==> src/rtl/alu_rr_scheduler.sv <==
// Round-robin scheduler sharing one combinational 32-bit ALU between NUM_REQ
// requesters; one operation in flight, result returned on a valid/ready channel.

module alu_32bit (
    input  logic [31:0] a,
    input  logic [31:0] b,
    input  logic [2:0]  op,
    output logic [31:0] result,
    output logic        zero,
    output logic        carry_out,
    output logic        overflow
);
    logic [32:0] sum;

    // SUB carry_out is the no-borrow flag of a + ~b + 1 (set when a >= b unsigned)
    always_comb begin
        sum       = '0;
        result    = '0;
        carry_out = 1'b0;
        overflow  = 1'b0;
        case (op)
            3'b000: begin
                sum       = {1'b0, a} + {1'b0, b};
                result    = sum[31:0];
                carry_out = sum[32];
                overflow  = (a[31] == b[31]) && (result[31] != a[31]);
            end
            3'b001: begin
                sum       = {1'b0, a} + {1'b0, ~b} + 33'd1;
                result    = sum[31:0];
                carry_out = sum[32];
                overflow  = (a[31] != b[31]) && (result[31] != a[31]);
            end
            3'b010:  result = a & b;
            3'b011:  result = a | b;
            3'b100:  result = a ^ b;
            3'b101:  result = ~(a & b);
            3'b110:  result = ~a;
            default: result = a;
        endcase
        zero = (result == '0);
    end
endmodule

module alu_rr_scheduler #(
    parameter int NUM_REQ = 2,
    parameter int ID_W    = 2
) (
    input  logic                 clk,
    input  logic                 rst_n,
    input  logic [NUM_REQ-1:0]   req_valid,
    output logic [NUM_REQ-1:0]   req_ready,
    input  logic [NUM_REQ*32-1:0] req_a,
    input  logic [NUM_REQ*32-1:0] req_b,
    input  logic [NUM_REQ*3-1:0] req_op,
    output logic                 rsp_valid,
    input  logic                 rsp_ready,
    output logic [ID_W-1:0]      rsp_id,
    output logic [31:0]          rsp_result,
    output logic                 rsp_zero,
    output logic                 rsp_carry,
    output logic                 rsp_ovf,
    output logic                 busy
);
    localparam int IW = (NUM_REQ > 2) ? 2 : 1;

    typedef enum logic [1:0] {IDLE, EXEC, RESP} state_t;
    state_t state, state_nxt;

    logic [31:0]        op_a, op_b;
    logic [2:0]         op_code;
    logic [ID_W-1:0]    op_id, last_grant, gnt;
    logic [NUM_REQ-1:0] gnt_oh;
    logic               gnt_found, req_hs;
    logic [IW:0]        idx;
    logic [31:0]        sel_a, sel_b, alu_result;
    logic [2:0]         sel_op;
    logic               alu_zero, alu_carry, alu_ovf;

    // Search starts just after the last grant and wraps modulo NUM_REQ
    always_comb begin
        gnt_found = 1'b0;
        gnt       = '0;
        gnt_oh    = '0;
        idx       = '0;
        for (int unsigned k = 1; k <= NUM_REQ; k++) begin
            idx = (IW+1)'(last_grant) + (IW+1)'(k);
            if (idx >= (IW+1)'(NUM_REQ)) idx = idx - (IW+1)'(NUM_REQ);
            if (!gnt_found && req_valid[idx[IW-1:0]]) begin
                gnt_found           = 1'b1;
                gnt                 = ID_W'(idx);
                gnt_oh[idx[IW-1:0]] = 1'b1;
            end
        end
    end

    always_comb begin
        sel_a  = 32'(req_a >> (int'(gnt) * 32));
        sel_b  = 32'(req_b >> (int'(gnt) * 32));
        sel_op = 3'(req_op >> (int'(gnt) * 3));
    end

    assign req_hs = |(req_valid & req_ready);

    always_ff @(posedge clk or negedge rst_n) begin
        if (!rst_n) state <= IDLE;
        else        state <= state_nxt;
    end

    always_comb begin
        state_nxt = state;
        case (state)
            IDLE:    if (req_hs) state_nxt = EXEC;
            EXEC:    state_nxt = RESP;
            RESP:    if (rsp_ready) state_nxt = IDLE;
            default: state_nxt = IDLE;
        endcase
    end

    always_comb begin
        req_ready = '0;
        if (rst_n && state == IDLE && gnt_found) req_ready = gnt_oh;
        busy = (state != IDLE);
    end

    // Operand registers only load on a grant, so the ALU inputs stay quiet in IDLE
    always_ff @(posedge clk or negedge rst_n) begin
        if (!rst_n) begin
            op_a       <= '0;
            op_b       <= '0;
            op_code    <= '0;
            op_id      <= '0;
            last_grant <= ID_W'(NUM_REQ - 1);
            rsp_valid  <= 1'b0;
            rsp_id     <= '0;
            rsp_result <= '0;
            rsp_zero   <= 1'b0;
            rsp_carry  <= 1'b0;
            rsp_ovf    <= 1'b0;
        end else begin
            case (state)
                IDLE: if (req_hs) begin
                    op_a       <= sel_a;
                    op_b       <= sel_b;
                    op_code    <= sel_op;
                    op_id      <= gnt;
                    last_grant <= gnt;
                end
                EXEC: begin
                    rsp_result <= alu_result;
                    rsp_zero   <= alu_zero;
                    rsp_carry  <= alu_carry;
                    rsp_ovf    <= alu_ovf;
                    rsp_id     <= op_id;
                    rsp_valid  <= 1'b1;
                end
                RESP: if (rsp_ready) rsp_valid <= 1'b0;
                default: ;
            endcase
        end
    end

    alu_32bit u_alu (
        .a         (op_a),
        .b         (op_b),
        .op        (op_code),
        .result    (alu_result),
        .zero      (alu_zero),
        .carry_out (alu_carry),
        .overflow  (alu_ovf)
    );
endmodule

==> config.mk <==
export PLATFORM = sky130hd
export DESIGN_NAME = alu_rr_scheduler
export DESIGN_NICKNAME = d
export VERILOG_FILES = /design/src/rtl/alu_rr_scheduler.sv
export SDC_FILE = /design/constraint.sdc
export NUM_CORES = 1
export LEC_CHECK = 0
export ABC_AREA = 1
export CORE_UTILIZATION = 57
export CTS_CLUSTER_SIZE = 20
export DETAILED_ROUTE_END_ITERATION = 10
export PLACE_DENSITY = 0.81
export SYNTH_ARGS = -nofsm -noshare
export SYNTH_HDL_FRONTEND = slang
export SYNTH_HIERARCHICAL = 1
export SYNTH_SLANG_ARGS = --single-unit
==> constraint.sdc <==
create_clock -name clk -period 3 [get_ports clk]
set_input_delay 0.6 -clock clk [delete_from_list [all_inputs] [get_ports clk]]
set_output_delay 0.6 -clock clk [all_outputs]
set_load 0.05 [all_outputs]
==> flow_summary.json <==
{
  "cp_max_fo": 12,
  "drv_slew": 0,
  "drtIter0Drc": 2421,
  "p_leak_nw": 9.69,
  "port_buffers": 179,
  "die_w_um": 153,
  "ys.flop_type": "dfrtp_1",
  "drive_above_1_share": 0.141,
  "dieArea_mm2": 0.0233,
  "h-tree-depth": 3,
  "run_status": "complete, no violations",
  "setup_tns_ps": 0,
  "critPathRequiredTime_ps": 3310,
  "fmax_mhz": 337,
  "max_slew_margin": 0.509,
  "tightest_slew_ps": 735,
  "cap_violations": 0,
  "antenna_found_initial": 1,
  "cts_tree": "yes",
  "grt_max_degree": 111,
  "area_delta_synth_final_pct": 31.6,
  "post-route-min-period_ps": 2960,
  "drt.antenna.violating_nets": 0,
  "post-place-cells": 2859,
  "synth_edf_count": 0,
  "dr.pass1.iters": 9,
  "stdcell_count": 2888,
  "yosysUniqueCellTypes": 42,
  "busiest_layer": "met2",
  "rows": 54,
  "seqCellArea_mm2": 0.00276,
  "ys_seq_area_frac": 0.213,
  "crit_arrival_ps": 3270,
  "dp_hpwl_um": 43200,
  "drc": 0,
  "fin_area_mm2": 0.0170,
  "crit_chain": "inv_2 > nand3_4 > buf_4 > o21ai_0 > nor3_1 > buf_4 > nand3_1 > nand2_1 > nand2_1 > nor2_1 > nand2_1 > nor2_2 > nand3_2 > nor2_1 > nand2_1 > nor2_1 > nand2_1 > nand2_1",
  "fin_util": 0.771,
  "grt_pass1_wl_um": 83900,
  "globalRouteMet1Util": 0.606,
  "fin_skew_ps": 18.3,
  "numCtsBuffers": 9,
  "cts-hold-fix-buffers": 0,
  "cp_common_cell": "nand2_1",
  "wl_per_cell_um": 19.1,
  "start_kind": "register",
  "core_area_mm2": 0.0220,
  "irDropWorstVdd_uv": 580,
  "yosysWarnings": 6,
  "syn_inst": 2274,
  "setup_viol": 0,
  "synth-seq-cells": 110,
  "multi_input_area_mm2": 0.00863,
  "cts.sinks": 110,
  "min_path_type": "input port to asynchronous set/reset pin",
  "clk_pin_slew_ps": 90,
  "syn_area_per_cell_um2": 5.68,
  "nNetsFinal": 2849,
  "yosys-top-cells-area": "nand2_1, dfrtp_1, ha_1",
  "postRouteWirelength_um": 55300,
  "cp_slowest_cell": "dfrtp_1",
  "synth_area_mm2": 0.0129,
  "crit_path_end_kind": "register",
  "die_y_um": 153,
  "gp_congestion": 1.11,
  "syn_nets": 2520,
  "gr-usage-met3": 0.168,
  "placed_cell_area_mm2": 0.0162,
  "antennaDiodeCount": 0,
  "clk_latency_ps": 380,
  "critical-path-max-stage-delay_ps": 600,
  "synth_top_cell_by_area": "nand2_1",
  "cts.path.max_buffers": 2,
  "nFillCells": 1661,
  "p_per_area_mw_per_mm2": 1410,
  "grtUsageMet2": 0.702,
  "worstSetupPathType": "register to register",
  "initial_core_util": 0.586,
  "grt_pass1_vias": 15600,
  "ys_async_sr_fraction": 1.00,
  "holdWs_ps": 408,
  "hold_violations": 0,
  "ioPinCount": 180,
  "dr_total_vias": 16900,
  "via_per_inst": 5.85,
  "synth_top_area_frac": 0.279,
  "clockRootBuffer": "clkbuf_16",
  "fin_crit_sh": 0.988,
  "grt_util_all_layers": 0.465,
  "grt-ovfl-total": 0
}
-- cell usage in the layout, fill, tap and decap left out, types with 37 or more instances in the layout --
cell,instances
nand2_1,945
o21ai_0,45
clkdlybuf4s50_1,175
inv_1,328
o22ai_1,37
a21oi_1,70
nor2_1,127
ha_1,88
nand3_1,232
dfrtp_1,103
buf_4,230
-- worst max-delay path: cells and delay by family (launching register included) --
family,cells,cell delay [ps]
simple gates,14,1470
buf+inv,3,680
compound gates,1,140
flops,1,600
-- flip-flops by register name, summed over array words and instances, names as in the netlist, 2 cells and up --
| name | flops |
|---|---|
| op_code | 3 |
| state | 2 |
| op_b | 32 |
| op_a | 32 |
| rsp_result | 32 |
| op_id | 2 |
| rsp_id | 2 |
-- final timing paths --
check | startpoint | to | slack (ps) | depth (start not counted)
setup / recovery | op_code[2] | rsp_zero | 40 | 18
hold / removal | rst_n | op_code[0] | 410 | 2
setup reg to reg | op_code[2] | rsp_zero | 40 | 18
hold reg to reg | rsp_result[12] | rsp_result[12] | 470 | 2
max in group asynchronous | rst_n | op_a[25] | 2130 | 2
min in group clk | rsp_result[12] | rsp_result[12] | 470 | 2
-- report_power, final --
part | leakage [nW] | switching [mW] | internal [mW]
clock network | 0.158 | 0.700 | 0.679
logic | 8.13 | 12.6 | 7.35
registers | 1.40 | 0.562 | 2.15
-- logic make-up after synthesis --
group,share of synthesized area
DFF,0.213
xor gates and xnor gates,0.000678
and+or+nand+nor,0.449
adders and majority gates,0.105
AOI/OAI and AO/OA,0.0875
buffers and inverters,0.144
-- area by class of cell --
class | instances | area share
Clock buffer | 9 | 0.0133
Clock inverter | 7 | 0.00589
Inverter | 349 | 0.0773
Multi-Input combinational cell | 1720 | 0.508
Sequential cell | 110 | 0.163
Tap cell | 280 | 0.0206
Timing Repair Buffer | 413 | 0.212
-- Yosys cell counts (6+ instances only) --
| master | number |
|---|---|
| nand3_1 | 237 |
| buf_2 | 51 |
| buf_6 | 11 |
| inv_2 | 17 |
| inv_1 | 332 |
| clkbuf_1 | 17 |
| buf_4 | 14 |
| o22ai_1 | 37 |
| nor3_1 | 24 |
| o21bai_1 | 9 |
| o21ai_0 | 50 |
| nor2_1 | 147 |
| nand2_1 | 961 |
| nand4_1 | 25 |
| a2111oi_0 | 6 |
| dfrtp_1 | 109 |
| a21oi_1 | 78 |
| ha_1 | 105 |
-- timing repair --
item / in CTS / in global routing
gates cloned: 0 / 0
pin swaps: 0 / 25
endpoints found under the setup margin: 1 / 5
resized for setup: 3 / 100
buffers inserted: 2 / 11
-- routing by layer --
layer	up-vias	wire length (um)
met4	2	2610
met1	7578	21300
li1	7712	-
met3	233	8720
met2	1367	22700
met5	-	13
-- through the flow --
step,worst slack (ps),total power [mW]
floorplan,592,13.1
global placement,-79.4,20.2
detailed placement,-85.3,20.5
CTS,12.1,22.1
global route,-48.8,25.4
finish,36.3,24.0
(Power assumes the default switching activity.)
